--- config.mk ---
export PLATFORM = sky130hd
export DESIGN_NAME = iris_sequencer_flat
export DESIGN_NICKNAME = d
export VERILOG_FILES = /design/src/rtl/iris_pkg.sv /design/src/rtl/iris_sequencer_if.sv /design/src/rtl/iris_radius_ramp.sv /design/src/rtl/iris_sequencer.sv /design/src/flat_wrapper.sv
export SDC_FILE = /design/constraint.sdc
export NUM_CORES = 1
export LEC_CHECK = 0
export CAP_MARGIN = 15
export CORE_ASPECT_RATIO = 1.4
export CORE_MARGIN = 10
export CORE_UTILIZATION = 25
export CTS_CLUSTER_SIZE = 20
export DETAILED_ROUTE_END_ITERATION = 7
export GPL_TIMING_DRIVEN = 1
export HOLD_SLACK_MARGIN = 0.05
export SETUP_SLACK_MARGIN = 0.05
export SLEW_MARGIN = 20
export SYNTH_ARGS = -nofsm -noshare
export SYNTH_HDL_FRONTEND = slang
export SYNTH_HIERARCHICAL = 1
export SYNTH_SLANG_ARGS = --single-unit
--- constraint.sdc ---
create_clock -name clk -period 3.35 [get_ports clk]
set_clock_uncertainty 0.05 [all_clocks]
set_input_delay 0.67 -clock clk [delete_from_list [all_inputs] [get_ports clk]]
set_output_delay 0.67 -clock clk [all_outputs]
set_load 0.05 [all_outputs]
--- src/rtl/iris_pkg.sv ---
// Shared types and widths for the iris-wipe transition sequencer.
// Contents: FSM state enum, transition cause codes, coordinate/radius widths,
// and the request arbitration helper (win > die > retry).
package iris_pkg;

  localparam int unsigned RADIUS_W = 10;
  localparam int unsigned X_W      = 10;
  localparam int unsigned Y_W      = 9;
  localparam int unsigned LEVEL_W  = 2;
  localparam int unsigned LIVES_W  = 2;

  typedef enum logic [1:0] {
    ST_IDLE    = 2'd0,
    ST_CLOSING = 2'd1,
    ST_BLACK   = 2'd2,
    ST_OPENING = 2'd3
  } state_t;

  typedef enum logic [1:0] {
    CAUSE_NONE  = 2'd0,
    CAUSE_WIN   = 2'd1,
    CAUSE_DIE   = 2'd2,
    CAUSE_RETRY = 2'd3
  } cause_t;

  // Highest-priority pending request wins; NONE when nothing is asserted.
  function automatic cause_t arbitrate(input logic win, input logic die, input logic retry);
    if (win)        return CAUSE_WIN;
    else if (die)   return CAUSE_DIE;
    else if (retry) return CAUSE_RETRY;
    else            return CAUSE_NONE;
  endfunction

endpackage

--- src/rtl/iris_sequencer_if.sv ---
// Game-logic <-> iris sequencer signal bundle.
// slave  : the sequencer (takes frame tick, requests, player position;
//          drives iris geometry, game reset, level selection and status).
// master : the game logic / environment side.
// Optional: IRIS_LIVES_EN adds the 2-bit lives output.
interface iris_sequencer_if;
  import iris_pkg::*;

  logic                frame_tick;
  logic                req_win;
  logic                req_die;
  logic                req_retry;
  logic [X_W-1:0]      player_x;
  logic [Y_W-1:0]      player_y;
  logic [RADIUS_W-1:0] radius;
  logic [X_W-1:0]      cx;
  logic [Y_W-1:0]      cy;
  logic                mask_en;
  logic                game_rst;
  logic                level_load;
  logic [LEVEL_W-1:0]  level_id;
  logic                busy;
  logic                done;
  logic                game_over;
`ifdef IRIS_LIVES_EN
  logic [LIVES_W-1:0]  lives;
`endif

  modport slave (
`ifdef IRIS_LIVES_EN
    output lives,
`endif
    input  frame_tick, req_win, req_die, req_retry, player_x, player_y,
    output radius, cx, cy, mask_en, game_rst, level_load, level_id,
           busy, done, game_over
  );

  modport master (
`ifdef IRIS_LIVES_EN
    input  lives,
`endif
    output frame_tick, req_win, req_die, req_retry, player_x, player_y,
    input  radius, cx, cy, mask_en, game_rst, level_load, level_id,
           busy, done, game_over
  );

endinterface

--- src/rtl/iris_radius_ramp.sv ---
// Saturating up/down iris radius register.
// Ports: clk, rst (sync, active-high); step_en/dir_up move the radius by
// RADIUS_STEP; ld_zero/ld_max force the end values (ld_zero wins).
// radius is the registered value. at_min / at_max are registered look-ahead
// flags: the next down/up step lands on 0 / MAX_RADIUS.
module iris_radius_ramp
  import iris_pkg::*;
#(
  parameter int unsigned MAX_RADIUS  = 640,
  parameter int unsigned RADIUS_STEP = 8
) (
  input  logic                clk,
  input  logic                rst,
  input  logic                step_en,
  input  logic                dir_up,
  input  logic                ld_zero,
  input  logic                ld_max,
  output logic [RADIUS_W-1:0] radius,
  output logic                at_min,
  output logic                at_max
);

  // One spare bit so compares/adds never wrap.
  localparam int unsigned     SW     = RADIUS_W + 1;
  localparam logic [SW-1:0]   MAX_X  = SW'(MAX_RADIUS);
  localparam logic [SW-1:0]   STEP_X = SW'(RADIUS_STEP);

  logic [RADIUS_W-1:0] radius_nxt;
  logic [SW-1:0]       up_sum;
  logic [SW-1:0]       nxt_ext;

  // Saturating next value: compare before add/subtract.
  always_comb begin
    up_sum     = {1'b0, radius} + STEP_X;
    radius_nxt = radius;
    if (ld_zero) begin
      radius_nxt = '0;
    end else if (ld_max) begin
      radius_nxt = RADIUS_W'(MAX_RADIUS);
    end else if (step_en) begin
      if (dir_up) begin
        radius_nxt = (up_sum >= MAX_X) ? RADIUS_W'(MAX_RADIUS) : up_sum[RADIUS_W-1:0];
      end else begin
        radius_nxt = ({1'b0, radius} <= STEP_X) ? '0 : (radius - STEP_X[RADIUS_W-1:0]);
      end
    end
    nxt_ext = {1'b0, radius_nxt};
  end

  always_ff @(posedge clk) begin
    if (rst) begin
      radius <= '0;
      at_min <= 1'b1;
      at_max <= (STEP_X >= MAX_X);
    end else begin
      radius <= radius_nxt;
      at_min <= (nxt_ext <= STEP_X);
      at_max <= ((nxt_ext + STEP_X) >= MAX_X);
    end
  end

endmodule

--- src/rtl/iris_sequencer.sv ---
// Iris-wipe screen transition scheduler.
// Arbitrates win/die/retry requests, sequences close -> black -> open,
// holds the game core in reset while black, selects the level to load and
// drives radius/centre/enable to the iris mask.
// Ports: clk, rst (sync, active-high); bus (iris_sequencer_if.slave).
// Optional: IRIS_LIVES_EN adds a lives counter and enables game_over.
module iris_sequencer
  import iris_pkg::*;
#(
  parameter int unsigned MAX_RADIUS   = 640,
  parameter int unsigned RADIUS_STEP  = 8,
  parameter int unsigned BLACK_FRAMES = 30,
  parameter int unsigned LEVELS       = 4,
  parameter int unsigned SPAWN_X      = 40,
  parameter int unsigned SPAWN_Y      = 400
) (
  input logic              clk,
  input logic              rst,
  iris_sequencer_if.slave  bus
);

  localparam int unsigned CNT_W = (BLACK_FRAMES > 1) ? $clog2(BLACK_FRAMES) : 1;

  state_t             state_q, state_nxt;
  cause_t             cause_q, cause_nxt;
  logic [CNT_W-1:0]   black_cnt_q, black_cnt_nxt;
  logic [X_W-1:0]     cx_q, cx_nxt;
  logic [Y_W-1:0]     cy_q, cy_nxt;
  logic [LEVEL_W-1:0] level_id_q, level_id_nxt;
  logic               level_load_q, level_load_nxt;
  logic               done_q, done_nxt;
  logic               mask_en_q, mask_en_nxt;
  logic               game_rst_q, game_rst_nxt;
  logic               busy_q, busy_nxt;
`ifdef IRIS_LIVES_EN
  logic [LIVES_W-1:0] lives_q, lives_nxt;
  logic               game_over_q, game_over_nxt;
`endif

  logic                ramp_step, ramp_up, ramp_ld_zero, ramp_ld_max;
  logic [RADIUS_W-1:0] ramp_radius;
  logic                ramp_at_min, ramp_at_max;
  logic                req_any;

  iris_radius_ramp #(
    .MAX_RADIUS  (MAX_RADIUS),
    .RADIUS_STEP (RADIUS_STEP)
  ) u_ramp (
    .clk     (clk),
    .rst     (rst),
    .step_en (ramp_step),
    .dir_up  (ramp_up),
    .ld_zero (ramp_ld_zero),
    .ld_max  (ramp_ld_max),
    .radius  (ramp_radius),
    .at_min  (ramp_at_min),
    .at_max  (ramp_at_max)
  );

  assign req_any = bus.req_win | bus.req_die | bus.req_retry;

  // Next-state and registered-output values.
  always_comb begin
    state_nxt      = state_q;
    cause_nxt      = cause_q;
    black_cnt_nxt  = black_cnt_q;
    cx_nxt         = cx_q;
    cy_nxt         = cy_q;
    level_id_nxt   = level_id_q;
    level_load_nxt = 1'b0;
    done_nxt       = 1'b0;
`ifdef IRIS_LIVES_EN
    lives_nxt      = lives_q;
    game_over_nxt  = 1'b0;
`endif
    ramp_step      = 1'b0;
    ramp_up        = 1'b0;
    ramp_ld_zero   = 1'b0;
    ramp_ld_max    = 1'b0;

    case (state_q)
      ST_IDLE: begin
        ramp_ld_max = 1'b1;
        if (req_any) begin
          cause_nxt = arbitrate(bus.req_win, bus.req_die, bus.req_retry);
          cx_nxt    = bus.player_x;
          cy_nxt    = bus.player_y;
          state_nxt = ST_CLOSING;
        end
      end
      ST_CLOSING: begin
        if (bus.frame_tick) begin
          ramp_step = 1'b1;
          if (ramp_at_min) begin
            state_nxt      = ST_BLACK;
            level_load_nxt = 1'b1;
            if (cause_q == CAUSE_WIN) begin
              level_id_nxt = (level_id_q == LEVEL_W'(LEVELS - 1)) ? '0 : (level_id_q + LEVEL_W'(1));
            end
`ifdef IRIS_LIVES_EN
            if (cause_q == CAUSE_DIE) begin
              if (lives_q == LIVES_W'(1)) begin
                lives_nxt     = LIVES_W'(3);
                level_id_nxt  = '0;
                game_over_nxt = 1'b1;
              end else begin
                lives_nxt = lives_q - LIVES_W'(1);
              end
            end
`endif
          end
        end
      end
      ST_BLACK: begin
        ramp_ld_zero = 1'b1;
        if (bus.frame_tick) begin
          if (black_cnt_q == CNT_W'(BLACK_FRAMES - 1)) begin
            black_cnt_nxt = '0;
            cx_nxt        = X_W'(SPAWN_X);
            cy_nxt        = Y_W'(SPAWN_Y);
            state_nxt     = ST_OPENING;
          end else begin
            black_cnt_nxt = black_cnt_q + CNT_W'(1);
          end
        end
      end
      ST_OPENING: begin
        if (bus.frame_tick) begin
          ramp_step = 1'b1;
          ramp_up   = 1'b1;
          if (ramp_at_max) begin
            state_nxt = ST_IDLE;
            cause_nxt = CAUSE_NONE;
            done_nxt  = 1'b1;
          end
        end
      end
      default: state_nxt = ST_BLACK;
    endcase

    mask_en_nxt  = (state_nxt != ST_IDLE);
    busy_nxt     = (state_nxt != ST_IDLE);
    game_rst_nxt = (state_nxt == ST_BLACK);
  end

  // State and output registers.
  always_ff @(posedge clk) begin
    if (rst) begin
      state_q      <= ST_BLACK;
      cause_q      <= CAUSE_NONE;
      black_cnt_q  <= '0;
      cx_q         <= X_W'(SPAWN_X);
      cy_q         <= Y_W'(SPAWN_Y);
      level_id_q   <= '0;
      level_load_q <= 1'b0;
      done_q       <= 1'b0;
      mask_en_q    <= 1'b1;
      game_rst_q   <= 1'b1;
      busy_q       <= 1'b1;
`ifdef IRIS_LIVES_EN
      lives_q      <= LIVES_W'(3);
      game_over_q  <= 1'b0;
`endif
    end else begin
      state_q      <= state_nxt;
      cause_q      <= cause_nxt;
      black_cnt_q  <= black_cnt_nxt;
      cx_q         <= cx_nxt;
      cy_q         <= cy_nxt;
      level_id_q   <= level_id_nxt;
      level_load_q <= level_load_nxt;
      done_q       <= done_nxt;
      mask_en_q    <= mask_en_nxt;
      game_rst_q   <= game_rst_nxt;
      busy_q       <= busy_nxt;
`ifdef IRIS_LIVES_EN
      lives_q      <= lives_nxt;
      game_over_q  <= game_over_nxt;
`endif
    end
  end

  assign bus.radius     = ramp_radius;
  assign bus.cx         = cx_q;
  assign bus.cy         = cy_q;
  assign bus.mask_en    = mask_en_q;
  assign bus.game_rst   = game_rst_q;
  assign bus.level_load = level_load_q;
  assign bus.level_id   = level_id_q;
  assign bus.busy       = busy_q;
  assign bus.done       = done_q;
`ifdef IRIS_LIVES_EN
  assign bus.lives      = lives_q;
  assign bus.game_over  = game_over_q;
`else
  assign bus.game_over  = 1'b0;
`endif

endmodule

--- src/flat_wrapper.sv ---
// flat-port wrapper written by rule: the top's interface ports become plain ports
module iris_sequencer_flat import iris_pkg::*;
#(
  parameter int unsigned MAX_RADIUS   = 640,
  parameter int unsigned RADIUS_STEP  = 8,
  parameter int unsigned BLACK_FRAMES = 30,
  parameter int unsigned LEVELS       = 4,
  parameter int unsigned SPAWN_X      = 40,
  parameter int unsigned SPAWN_Y      = 400
)
  (clk, rst, bus_frame_tick, bus_req_win, bus_req_die, bus_req_retry, bus_player_x, bus_player_y, bus_radius, bus_cx, bus_cy, bus_mask_en, bus_game_rst, bus_level_load, bus_level_id, bus_busy, bus_done, bus_game_over);
  iris_sequencer_if bus_i ();
  input logic clk;
  input logic rst;
  input wire logic [$bits(bus_i.frame_tick)-1:0] bus_frame_tick;
  input wire logic [$bits(bus_i.req_win)-1:0] bus_req_win;
  input wire logic [$bits(bus_i.req_die)-1:0] bus_req_die;
  input wire logic [$bits(bus_i.req_retry)-1:0] bus_req_retry;
  input wire logic [$bits(bus_i.player_x)-1:0] bus_player_x;
  input wire logic [$bits(bus_i.player_y)-1:0] bus_player_y;
  output wire logic [$bits(bus_i.radius)-1:0] bus_radius;
  output wire logic [$bits(bus_i.cx)-1:0] bus_cx;
  output wire logic [$bits(bus_i.cy)-1:0] bus_cy;
  output wire logic [$bits(bus_i.mask_en)-1:0] bus_mask_en;
  output wire logic [$bits(bus_i.game_rst)-1:0] bus_game_rst;
  output wire logic [$bits(bus_i.level_load)-1:0] bus_level_load;
  output wire logic [$bits(bus_i.level_id)-1:0] bus_level_id;
  output wire logic [$bits(bus_i.busy)-1:0] bus_busy;
  output wire logic [$bits(bus_i.done)-1:0] bus_done;
  output wire logic [$bits(bus_i.game_over)-1:0] bus_game_over;
  assign bus_i.frame_tick = bus_frame_tick;
  assign bus_i.req_win = bus_req_win;
  assign bus_i.req_die = bus_req_die;
  assign bus_i.req_retry = bus_req_retry;
  assign bus_i.player_x = bus_player_x;
  assign bus_i.player_y = bus_player_y;
  assign bus_radius = bus_i.radius;
  assign bus_cx = bus_i.cx;
  assign bus_cy = bus_i.cy;
  assign bus_mask_en = bus_i.mask_en;
  assign bus_game_rst = bus_i.game_rst;
  assign bus_level_load = bus_i.level_load;
  assign bus_level_id = bus_i.level_id;
  assign bus_busy = bus_i.busy;
  assign bus_done = bus_i.done;
  assign bus_game_over = bus_i.game_over;
  iris_sequencer #(.MAX_RADIUS(MAX_RADIUS), .RADIUS_STEP(RADIUS_STEP), .BLACK_FRAMES(BLACK_FRAMES), .LEVELS(LEVELS), .SPAWN_X(SPAWN_X), .SPAWN_Y(SPAWN_Y)) u_core (.clk(clk), .rst(rst), .bus(bus_i));
endmodule
==> qor_table.md, run 1 <==
| Step | Parameter | This run |
|:---|:---|:---|
| yosys | Post-synth EDFFs | 0 |
| worst setup path | Worst stage delay on the critical path | 0.61 ns |
| clocking | Post-CTS Setup Repair Bufs | 0 |
| layout | Total area of multi-input combinational cells | 1410 sq um |
| outcome | Run status | finished, final reports clean |
| place | Placer's final routability congestion estimate | 0.902 |
| place | Placed cell areas | 3180 sq um |
| timing | Highest clock rate | 0.364 GHz |
| die | Horizontal extent of the die | 105 microns |
| power and ir drop | Part of the power in the clock network | 51.8% |
| timing | Hold violation total from the final report | 0 |
| drt | 1st-iter DRT viols | 92 |
| drt | Number of vias in the routed layout | 2239 |
| die | Die Area | 14500 sq um |
| timing | Final period utilization | 81.9% |
| timing | Endpoints failing setup | 0 |
| yosys | Mapped Nets | 321 |
| layout | Area Growth Syn to Fin | 34.7% |
| power and ir drop | Switching fraction of total power | 18.0% |
| yosys | Top-count cell post-synth | sky130_fd_sc_hd__dfxtp_1 |
| place | Worst slack, placed | 0.382 ns |
| yosys | Cell taking the most area after synthesis | sky130_fd_sc_hd__dfxtp_1 |
| yosys | Share of synthesized flip-flops with an asynchronous set or reset | 0% |
| clocking | H-tree levels | 2 |
| layout | Final design area excluding fillers | 3380 sq um |
| die | Core Rows | 43 |
| flow run | Max-cap viol count | 0 |
| worst hold path | HP Class | reg2reg |
| timing | Transition time of the tightest slew-check pin | 0.923 ns |
| drt | Total wire length | 6850 microns |
| worst setup path | Worst reg-to-reg path cell count | 7 |
| clocking | Clk_lat worst skew | 0.29 ns |
| worst setup path | Startpoint types | primary input |
| clocking | Cell at the root of the clock tree | sky130_fd_sc_hd__clkbuf_16 |
| yosys | Sequential cell area fraction in the yosys report | 36.7% |
| drt | Number of DRC violations after detailed routing | 0 |
| drt | Post-DRT Antenna Nets | 0 |
| yosys | Synth warn | 6 |
| worst setup path | Worst-path cell with the longest stage delay | sky130_fd_sc_hd__clkdlybuf4s50_1 |
| worst setup path | Crit Path Max Fanout | 11 |
| clocking | Number of clock sinks | 46 |
| die | Vertical die dimension | 139 microns |
| layout | Fillers | 1044 |
| yosys | Share of the synthesized area in the top cell type | 36.7% |
| layout | Share of cells above drive strength 1 | 6.69% |
| worst setup path | Data arrival time at the worst-slack endpoint | 2.92 ns |
| clocking | Count of instances resized after the clock tree is built | 0 |
| clocking | Clock buffers created by TritonCTS | 5 |
| timing | RSZ-0062 raised after global routing | false |
| global route | Largest net degree at the start of global routing | 22 |
| global route | Global-route wire length before repair | 11200 microns |
| yosys | Combined area of all synthesized cells | 2510 sq um |
| power and ir drop | Cell-internal power | 1.03 mW |
| yosys | Dominant synthesized flop cell | sky130_fd_sc_hd__dfxtp_1 |
| global route | Overflow left after global routing | 0 |
| drt | Via density per instance | 4.67 |
| layout | Sequential cell area | 921 sq um |
| clocking | Clock tree from TritonCTS | yes |
| place | Post-DP HPWL | 5170 microns |
| timing | Final slew viol count | 0 |
| timing | Period minus WS final | 2.74 ns |
| worst setup path | Required time of the critical path | 3.53 ns |
| power and ir drop | Combinational Power Share | 4.4% |
| die | Initial Util | 25.5% |
| layout | Diode count | 0 |
| worst setup path | Worst Setup Path Type | in2reg |
| die | Core area | 9850 sq um |
| yosys | Top cells by count, synth | sky130_fd_sc_hd__dfxtp_1, sky130_fd_sc_hd__nor2_1, sky130_fd_sc_hd__nand2_1, sky130_fd_sc_hd__mux2i_1, sky130_fd_sc_hd__nand2b_1 |
| power and ir drop | IR Drop Worst-Case VDD | 178 uV |
| worst setup path | Cell breakdown of the critical path | clkdlybuf4s50_1 -> and2_1 -> o21ai_0 -> a22oi_1 -> a31oi_1 -> a311oi_1 -> a41o_1 |
| die | Count of pins on the block boundary | 62 |
| timing | Max-Slew Margin vs Limit | 38.3% |
| drt | Detailed Routing Iterations Pass 1 | 4 |
| power and ir drop | Leakage | 1.28 nW |
| yosys | Flops & latches, synth | 46 |
| power and ir drop | Sequential cell fraction of total power | 43.9% |
| power and ir drop | Total power divided by cell area | 372 nW/um^2 |
| clocking | Post-CTS Hold Buffers | 0 |
| clocking | Clock-pin slew of the registers on the worst-case setup and hold paths | 0.06 ns |
| global route | Number of global-route vias before repair | 2195 |
| yosys | Leading cell types by total area after synthesis | sky130_fd_sc_hd__dfxtp_1, sky130_fd_sc_hd__mux2i_1, sky130_fd_sc_hd__nor2_1, sky130_fd_sc_hd__nand2_1, sky130_fd_sc_hd__nand2b_1 |
| yosys | Library cells used by synthesis | 63 |
| yosys | Instance count of the mapped netlist | 290 |
| drt | Routed length per instance | 14.3 microns |
| worst setup path | Element type at the critical path end | flip-flop |
| power and ir drop | Switching power summed over all nets | 226 uW |
| worst hold path | Hold-critical path depth | 2 |
| global route | Tot GR Track Use | 9.26% |
| timing | Summed negative setup slack over all endpoints | 0 ns |
| layout | Fin nets | 374 |
| clocking | Number of buffers between clock root and the deepest sink | 2 |
| place | Number of buffer cells added on primary ports | 60 |
| timing | Final worst setup slack | 0.606 ns |
| global route | Number of antenna violations at the first check in global routing | 0 |
| yosys | Mean instance size in the synthesized netlist | 8.65 sq um |
[sequential cells by signal, indices dropped and copies added (netlist names)]
name                   cells
u_core/u_ramp/radius      10
u_core/u_ramp/at_max       1
u_core/bus.level_load      1
u_core/bus.cy              9
u_core/u_ramp/at_min       1
u_core/bus.game_rst        1
u_core/cause_q             2
u_core/bus.level_id        2
u_core/bus.cx             10
u_core/bus.done            1
u_core/bus.busy            1
u_core/state_q             2
u_core/black_cnt_q         5
[per-stage QoR]
stage                     instances  util, %  power, mW  hold WS [ns]
after floorplan                 290        -      0.584         0.398
after global placement          471     32.3      0.619         0.411
after detailed placement        471     32.3      0.618         0.416
after CTS                       479     34.3       1.28         0.428
after global routing            479     34.3       1.30         0.450
final                           479     34.3       1.26         0.423
[kinds of logic (layout without fill, tap and decap cells)]
group,count (synthesis),in the layout,synth area share [%]
AND/OR/NAND/NOR,128,128,26.6
AO/OA/AOI/OAI,53,53,15.9
buffers and inverters,29,83,7.03
XOR/XNOR,3,3,1.05
adder cells (fa/ha/maj),6,6,2.99
other,1,1,0.149
multiplexers,24,24,9.63
flip-flops,46,46,36.7
[final timing paths]
kind,startpoint,endpoint,slack [ns]
min,u_core/bus.cx[7],u_core/bus.cx[7],0.42
min reg2reg,u_core/bus.cx[7],u_core/bus.cx[7],0.42
max,bus_frame_tick,u_core/u_ramp/at_min,0.61
max reg2reg,u_core/u_ramp/radius[3],u_core/u_ramp/at_min,0.90
[worst max-delay path: cells and delay by family]
| family | cells | cell delay, ns |
|---|---|---|
| compound gates | 5 | 1.21 |
| buf+inv | 1 | 0.61 |
| simple gates | 1 | 0.43 |
[final cells by class]
cell class / count / share of cell area (%)
inverter: 9 / 1.00
tap: 135 / 5.00
multi-input combinational: 215 / 41.8
sequential: 46 / 27.2
timing repair buffer: 66 / 19.1
clock inverter: 2 / 1.78
clock buffer: 6 / 4.11
[per-layer routing]
metal,track usage (%),part of all wire [%]
met5,0,0
met1,10.3,42
met2,16.1,49
met4,3.91,2.0
met3,2.60,6.5
[layout by cell type, fill, tap and decap left out, types with 4 or more instances in the layout]
cell,n
sky130_fd_sc_hd__or3_1,4
sky130_fd_sc_hd__o21ai_0,8
sky130_fd_sc_hd__clkdlybuf4s50_1,60
sky130_fd_sc_hd__buf_4,6
sky130_fd_sc_hd__ha_1,6
sky130_fd_sc_hd__nor2_1,36
sky130_fd_sc_hd__nand2b_1,15
sky130_fd_sc_hd__dfxtp_1,46
sky130_fd_sc_hd__clkbuf_16,5
sky130_fd_sc_hd__mux2i_1,23
sky130_fd_sc_hd__nor2b_1,5
sky130_fd_sc_hd__nand2_1,26
sky130_fd_sc_hd__nor3_1,7
sky130_fd_sc_hd__a21oi_1,7
sky130_fd_sc_hd__inv_1,9
sky130_fd_sc_hd__nand3_1,6
sky130_fd_sc_hd__a31oi_1,4
sky130_fd_sc_hd__and2_1,5
[power by group through the flow]
stage | Clock (mW) | Combinational (mW) | Sequential (mW)
floorplan | 0 | 0.0214 | 0.563
global placement | 0 | 0.0552 | 0.563
detailed placement | 0 | 0.0549 | 0.564
CTS | 0.671 | 0.0553 | 0.551
global route | 0.691 | 0.0595 | 0.551
finish | 0.650 | 0.0548 | 0.551
(Power assumes the default switching activity.)
==> run 2: changes to the inputs <==
clock period = 2.5 ns   (was 3.35 ns; I/O delays follow)
==> run 2 against run 1 <==
Clock power increased by 1%. Die area is the same. Hold slack worse by 0.00075 ns. Via count increased by 3.0%. Final cell count rose by 2.9%. Register-to-register slack lost 0.62 ns. Final area increased by 2.1%. Largest cell class unchanged. Highest routed layer unchanged. Worst setup slack worse by 0.48 ns. First-iteration DRC count is 13% lower. Clock-buffer cell count is 1 lower. Largest power group is now registers. Sequential cell count unchanged. Sequential power is 34% higher.
==> qor_table.md, run 2 (synthesis gave the netlist of run 1 again) <==
| Step | Parameter | This run | Change |
|:---|:---|:---|:---|
| drt | Number of DRC violations after detailed routing | 0 | unchanged |
| drt | Detailed Routing Iterations Pass 1 | 4 | unchanged |
| die | Vertical die dimension | 139 microns | unchanged |
| power and ir drop | Overall power | 1.47 mW | +17% |
| power and ir drop | Leakage | 1.33 nW | +4.2% |
| global route | Global-route wire length before repair | 11400 microns | +2.2% |
| timing | Hold violation total from the final report | 0 | unchanged |
| drt | 1st-iter DRT viols | 80 | -13% |
| clocking | Clk_lat worst skew | 0.29 ns | about the same |
| power and ir drop | Combinational Power Share | 5.1% | +0.7 points |
| worst setup path | Element type at the critical path end | output port |  |
| global route | Tot GR Track Use | 9.39% | +0.13 points |
| worst hold path | HP Class | reg2reg |  |
| place | Placer's final routability congestion estimate | 0.868 | -3.8% |
| timing | Period minus WS final | 2.37 ns |  |
| drt | Total wire length | 6960 microns | +1.6% |
| layout | Diode count | 0 | unchanged |
| die | Core Rows | 43 | unchanged |
| layout | Fin nets | 388 | +3.7% |
| die | Horizontal extent of the die | 105 microns | unchanged |
| flow run | Max-cap viol count | 0 | unchanged |
| power and ir drop | Total power divided by cell area | 426 nW/um^2 | +15% |
| place | Number of buffer cells added on primary ports | 60 | unchanged |
| timing | RSZ-0062 raised after global routing | false |  |
| power and ir drop | Sequential cell fraction of total power | 50.2% | +6.3 points |
| timing | Max-Slew Margin vs Limit | 36.0% | -2.3 points |
| global route | Number of global-route vias before repair | 2365 | +7.7% |
| outcome | Run status | finished, final reports clean |  |
| power and ir drop | IR Drop Worst-Case VDD | 281 uV | +58% |
| drt | Number of vias in the routed layout | 2306 | +3.0% |
| worst setup path | Required time of the critical path | 1.95 ns | -1.58 ns |
| layout | Final design area excluding fillers | 3450 sq um | +2.1% |
| timing | Transition time of the tightest slew-check pin | 0.956 ns | +0.0338 ns |
| clocking | Number of buffers between clock root and the deepest sink | 2 | unchanged |
| layout | Area Growth Syn to Fin | 37.5% |  |
| clocking | Clock-pin slew of the registers on the worst-case setup and hold paths | 0.06 ns | about the same |
| clocking | H-tree levels | 2 | unchanged |
| global route | Overflow left after global routing | 0 | unchanged |
| worst setup path | Data arrival time at the worst-slack endpoint | 1.82 ns | -1.10 ns |
| power and ir drop | Cell-internal power | 1.15 mW | +12% |
| drt | Routed length per instance | 14.1 microns | -1.3% |
| worst setup path | Startpoint types | flip-flop |  |
| worst setup path | Largest delay contributor family on the critical path | buffers and inverters |  |
| drt | Via density per instance | 4.68 | about the same |
| worst setup path | Worst Setup Path Type | reg2out |  |
| global route | Number of antenna violations at the first check in global routing | 0 | unchanged |
| power and ir drop | Switching power summed over all nets | 320 uW | +41% |
| timing | Final worst setup slack | 0.131 ns | -0.475 ns |
| place | Placed cell areas | 3300 sq um | +3.6% |
| global route | Largest net degree at the start of global routing | 41 | +86% |
| timing | Final period utilization | 94.7% |  |
| clocking | Clock tree from TritonCTS | yes |  |
| drt | Post-DRT Antenna Nets | 0 | unchanged |
| clocking | Cell at the root of the clock tree | sky130_fd_sc_hd__clkbuf_16 |  |
| die | Die Area | 14500 sq um | unchanged |
| die | Count of pins on the block boundary | 62 | unchanged |
| power and ir drop | Switching fraction of total power | 21.7% | +3.7 points |
| timing | Highest clock rate | 0.422 GHz |  |
| die | Initial Util | 25.5% | unchanged |
| worst setup path | Crit Path Max Fanout | 13 | +2 |
| place | Post-DP HPWL | 5330 microns | +3.2% |
| clocking | Post-CTS Hold Buffers | 0 | unchanged |
| clocking | Number of clock sinks | 46 | unchanged |
| worst setup path | Combined buffer and inverter count along the critical path | 1 | unchanged |
| layout | Util after Layout | 35.0% | +0.71 points |
| die | Core area | 9850 sq um | unchanged |
| place | Worst slack, placed | -0.200 ns | -0.582 ns |
| timing | Final slew viol count | 0 | unchanged |
| worst setup path | Cell breakdown of the critical path | clkdlybuf4s50_1 |  |
| layout | Top library cells by usage in the layout, fill and taps aside | sky130_fd_sc_hd__clkdlybuf4s50_1, sky130_fd_sc_hd__dfxtp_1, sky130_fd_sc_hd__nor2_1, sky130_fd_sc_hd__nand2_1, sky130_fd_sc_hd__mux2i_1 |  |
| worst setup path | Worst-path cell with the longest stage delay | sky130_fd_sc_hd__clkdlybuf4s50_1 |  |
| worst setup path | Worst stage delay on the critical path | 0.91 ns | +0.30 ns |
| layout | Commonest non-fill, non-tap cell in the layout | sky130_fd_sc_hd__clkdlybuf4s50_1 |  |
| timing | Endpoints failing setup | 0 | unchanged |
| clocking | Clock buffers created by TritonCTS | 5 | unchanged |
| power and ir drop | Part of the power in the clock network | 44.7% | -7.1 points |
| layout | Share of cells above drive strength 1 | 11.2% | +4.5 points |
## run 2: routing by layer
metal | part of all wire (%) | global-route usage, % | routed length [microns]
met1 | 43 | 9.97 | 3020
met5 | 0 | 0 | 0
met3 | 5.1 | 2.88 | 356
met4 | 1.9 | 3.41 | 134
met2 | 49 | 17.0 | 3440
## run 2: power groups by stage
stage               Clock (mW)  Combinational, mW  Sequential (mW)
finish                   0.657             0.0743            0.739
global route             0.712             0.0816            0.739
CTS                      0.686             0.0755            0.738
detailed placement           0             0.0750            0.755
global placement             0             0.0741            0.755
floorplan                    0             0.0286            0.755
## run 2: through the flow
| step | TNS [ns] | cells | hold slack, ns |
|---|---|---|---|
| after floorplan | 0 | 290 | 0.398 |
| after global placement | -0.265 | 485 | 0.410 |
| after detailed placement | -0.380 | 485 | 0.421 |
| after CTS | 0 | 493 | 0.433 |
| after global routing | 0 | 493 | 0.452 |
| final | 0 | 493 | 0.422 |
## run 2: path summary, 6_finish.rpt
check | startpoint | end | slack (ns) | depth (start not counted)
worst max register to register | u_core/u_ramp/radius[3] | u_core/u_ramp/at_min | 0.28 | 7
worst max-delay path | u_core/u_ramp/radius[5] | bus_radius[5] | 0.13 | 1
worst min register to register | u_core/bus.cx[8] | u_core/bus.cx[8] | 0.42 | 2
worst min-delay path | u_core/bus.cx[8] | u_core/bus.cx[8] | 0.42 | 2
## run 2: timing repair
action                     in CTS  in global routing
setup endpoints to repair       0                  2
setup buffers                   0                  0
gates resized for setup         0                  2
## run 2: layout make-up
type,instances,area [sq um]
Fill cell,1043,6400
Multi-Input combinational cell,215,1420
Sequential cell,46,921
Timing Repair Buffer,80,761
Tap cell,135,169
Clock buffer,5,125
Inverter,9,33.8
Clock inverter,3,21.3
==> run 3: changes to the inputs <==
RECOVER_POWER = 100   (was not set)
==> run 3 against run 2 <==
Non-clock buffer count stayed put. Critical path depth did not move. Wire length down 0.55%. Utilization decreased by 0.17 points. Die area unchanged. Final area down 0.47%. Worst setup slack better by 0.0081 ns. Clock-buffer cell count stayed put. Critical path type unchanged. Largest power group unchanged.
==> qor_table.md, run 3 (synthesis gave the netlist of run 1 again) <==
| Step | Parameter | This run | Change |
|:---|:---|:---|:---|
| drt | Via density per instance | 4.66 | -0.35% |
| worst setup path | Reg-to-reg setup timing slack | 0.25 ns | -0.03 ns |
| clocking | Clock buffers created by TritonCTS | 5 | unchanged |
| timing | Summed negative setup slack over all endpoints | 0 ns | unchanged |
| timing | Max-Slew Margin vs Limit | 35.6% | -0.39 points |
| layout | Diode count | 0 | unchanged |
| drt | Total wire length | 6920 microns | -0.55% |
| power and ir drop | Switching fraction of total power | 21.8% | +0.054 points |
| clocking | Number of buffers between clock root and the deepest sink | 2 | unchanged |
| worst setup path | Worst-path cell with the longest stage delay | sky130_fd_sc_hd__clkdlybuf4s50_1 |  |
| clocking | Clock-pin slew of the registers on the worst-case setup and hold paths | 0.07 ns | about the same |
| clocking | Post-CTS Setup Repair Bufs | 0 | unchanged |
| timing | Final slew viol count | 0 | unchanged |
| place | Post-DP HPWL | 5330 microns | unchanged |
| worst setup path | Required time of the critical path | 1.95 ns | about the same |
| power and ir drop | Sequential cell fraction of total power | 50.3% | about the same |
| drt | 1st-iter DRT viols | 64 | -20% |
| die | Core Rows | 43 | unchanged |
| worst setup path | Cell breakdown of the critical path | clkdlybuf4s50_1 |  |
| die | Vertical die dimension | 139 microns | unchanged |
| die | Horizontal extent of the die | 105 microns | unchanged |
| outcome | Run status | finished, final reports clean |  |
| worst hold path | HP Class | reg2reg |  |
| global route | Global-route wire length before repair | 11400 microns | unchanged |
| layout | Share of cells above drive strength 1 | 10.1% | -1.1 points |
| clocking | H-tree levels | 2 | unchanged |
| layout | Fin nets | 388 | unchanged |
| power and ir drop | IR Drop Worst-Case VDD | 282 uV | about the same |
| power and ir drop | Switching power summed over all nets | 320 uW | +0.20% |
| die | Count of pins on the block boundary | 62 | unchanged |
| timing | Highest clock rate | 0.424 GHz | +0.34% |
| worst setup path | Worst Setup Path Type | reg2out |  |
| global route | Number of global-route vias before repair | 2365 | unchanged |
| drt | Detailed Routing Iterations Pass 1 | 4 | unchanged |
| worst setup path | Largest delay contributor family on the critical path | buffers and inverters |  |
| worst setup path | Element type at the critical path end | output port |  |
| clocking | Clk_lat worst skew | 0.29 ns | about the same |
| drt | Routed length per instance | 14.0 microns | -0.55% |
| worst setup path | Crit path capture | bus_radius[5] |  |
| global route | Largest net degree at the start of global routing | 41 | unchanged |
| die | Die Area | 14500 sq um | unchanged |
| drt | Post-DRT Antenna Nets | 0 | unchanged |
| worst setup path | Launch point of the worst path | u_core/u_ramp/radius[5] |  |
| power and ir drop | Overall power | 1.47 mW | about the same |
| timing | Final worst setup slack | 0.139 ns | +0.00808 ns |
| timing | Hold violation total from the final report | 0 | unchanged |
| drt | Number of DRC violations after detailed routing | 0 | unchanged |
| layout | Commonest non-fill, non-tap cell in the layout | sky130_fd_sc_hd__dfxtp_1 |  |
| worst setup path | Worst reg-to-reg path cell count | 7 | unchanged |
| timing | Transition time of the tightest slew-check pin | 0.962 ns | +0.00578 ns |
| layout | Area Growth Syn to Fin | 36.9% |  |
| power and ir drop | Combinational Power Share | 4.9% | -0.2 points |
| worst setup path | Data arrival time at the worst-slack endpoint | 1.81 ns | about the same |
| layout | Top library cells by usage in the layout, fill and taps aside | sky130_fd_sc_hd__dfxtp_1, sky130_fd_sc_hd__nor2_1, sky130_fd_sc_hd__dlygate4sd3_1, sky130_fd_sc_hd__clkdlybuf4s50_1, sky130_fd_sc_hd__nand2_1 |  |
| power and ir drop | Cell-internal power | 1.15 mW | -0.12% |
| drt | Number of vias in the routed layout | 2298 | -0.35% |
| timing | RSZ-0062 raised after global routing | false |  |
| place | Number of buffer cells added on primary ports | 60 | unchanged |
| power and ir drop | Leakage | 1.38 nW | +3.4% |
| timing | Endpoints failing setup | 0 | unchanged |
| timing | Final period utilization | 94.4% | -0.32 points |
| worst setup path | Crit Reg-Reg Startpoint | u_core/u_ramp/radius[3] |  |
| die | Core area | 9850 sq um | unchanged |
| global route | Tot GR Track Use | 9.39% | unchanged |
| clocking | Clock tree from TritonCTS | yes |  |
| worst setup path | Startpoint types | flip-flop |  |
| worst setup path | Crit Path Max Fanout | 13 | unchanged |
| place | Placer's final routability congestion estimate | 0.868 | unchanged |
| flow run | Max-cap viol count | 0 | unchanged |
| clocking | Cell at the root of the clock tree | sky130_fd_sc_hd__clkbuf_16 |  |
| global route | Number of antenna violations at the first check in global routing | 0 | unchanged |
| die | Initial Util | 25.5% | unchanged |
| worst setup path | Critical register-to-register path endpoint | u_core/u_ramp/at_min |  |
| clocking | Number of clock sinks | 46 | unchanged |
| worst setup path | Number of logic stages on the critical path including buffering | 1 | unchanged |
| power and ir drop | Total power divided by cell area | 428 nW/um^2 | +0.42% |
| worst setup path | Combined buffer and inverter count along the critical path | 1 | unchanged |
| power and ir drop | Part of the power in the clock network | 44.8% | about the same |
| place | Worst slack, placed | -0.200 ns | unchanged |
| global route | Overflow left after global routing | 0 | unchanged |
| timing | Period minus WS final | 2.36 ns | -0.00808 ns |
| worst setup path | Worst stage delay on the critical path | 0.91 ns | about the same |
## run 3: cell count changes in the layout (fill, tap and decap cells not counted)
cell	previous run	this run
sky130_fd_sc_hd__clkbuf_1	0	3
sky130_fd_sc_hd__and2_1	5	2
sky130_fd_sc_hd__dlygate4sd3_1	0	33
sky130_fd_sc_hd__and4_4	1	0
sky130_fd_sc_hd__buf_4	20	16
sky130_fd_sc_hd__clkbuf_2	0	1
sky130_fd_sc_hd__and4_1	2	3
sky130_fd_sc_hd__and2_0	0	3
sky130_fd_sc_hd__clkdlybuf4s50_1	59	26
## run 3: power by group through the flow
stage	clock (mW)	sequential, mW	combinational [mW]
floorplan	0	0.755	0.0286
global placement	0	0.755	0.0741
detailed placement	0	0.755	0.0750
CTS	0.686	0.738	0.0755
global route	0.712	0.739	0.0800
finish	0.658	0.739	0.0727
## run 3: area by class of cell
cell class,count,area (sq um)
clock inverters,3,21.3
multi-input cells,215,1420
inverters,9,33.8
well taps,135,169
clock buffers,5,125
fillers,1048,6410
flip-flops and latches,46,921
repair buffers,80,747
## run 3: layer usage
layer / part of all wire [%] / global-route usage [%] / vias to the layer above
li1: - / - / 1155
met1: 43 / 9.97 / 1078
met2: 50 / 17.0 / 55
met3: 5.1 / 2.88 / 10
met4: 1.9 / 3.41 / 0
met5: 0 / 0 / -
## run 3: how the worst min path moves through the flow
stage / startpoint / end / cells past startpoint
finish: u_core/bus.cx[8] / u_core/bus.cx[8] / 2
global route: u_core/bus.cx[7] / u_core/bus.cx[7] / 2
CTS: u_core/bus.cx[8] / u_core/bus.cx[8] / 2
detailed placement: u_core/black_cnt_q[4] / u_core/black_cnt_q[4] / 2
global placement: u_core/bus.cx[2] / u_core/bus.cx[2] / 2
floorplan: u_core/black_cnt_q[4] / u_core/black_cnt_q[4] / 2
## run 3: through the flow
stage	instance area, sq um	utilization (%)	std cells	hold slack, ns
floorplan	2510	-	290	0.398
global placement	3300	33.5	485	0.410
detailed placement	3300	33.5	485	0.421
CTS	3440	35.0	493	0.433
global route	3430	34.9	493	0.449
finish	3430	34.9	493	0.419
## run 3: timing repair
item	4_1_cts	5_1_grt
endpoints found under the setup margin	0	2
hold endpoints to repair	0	0
hold buffers	0	0
gates resized for setup	0	2
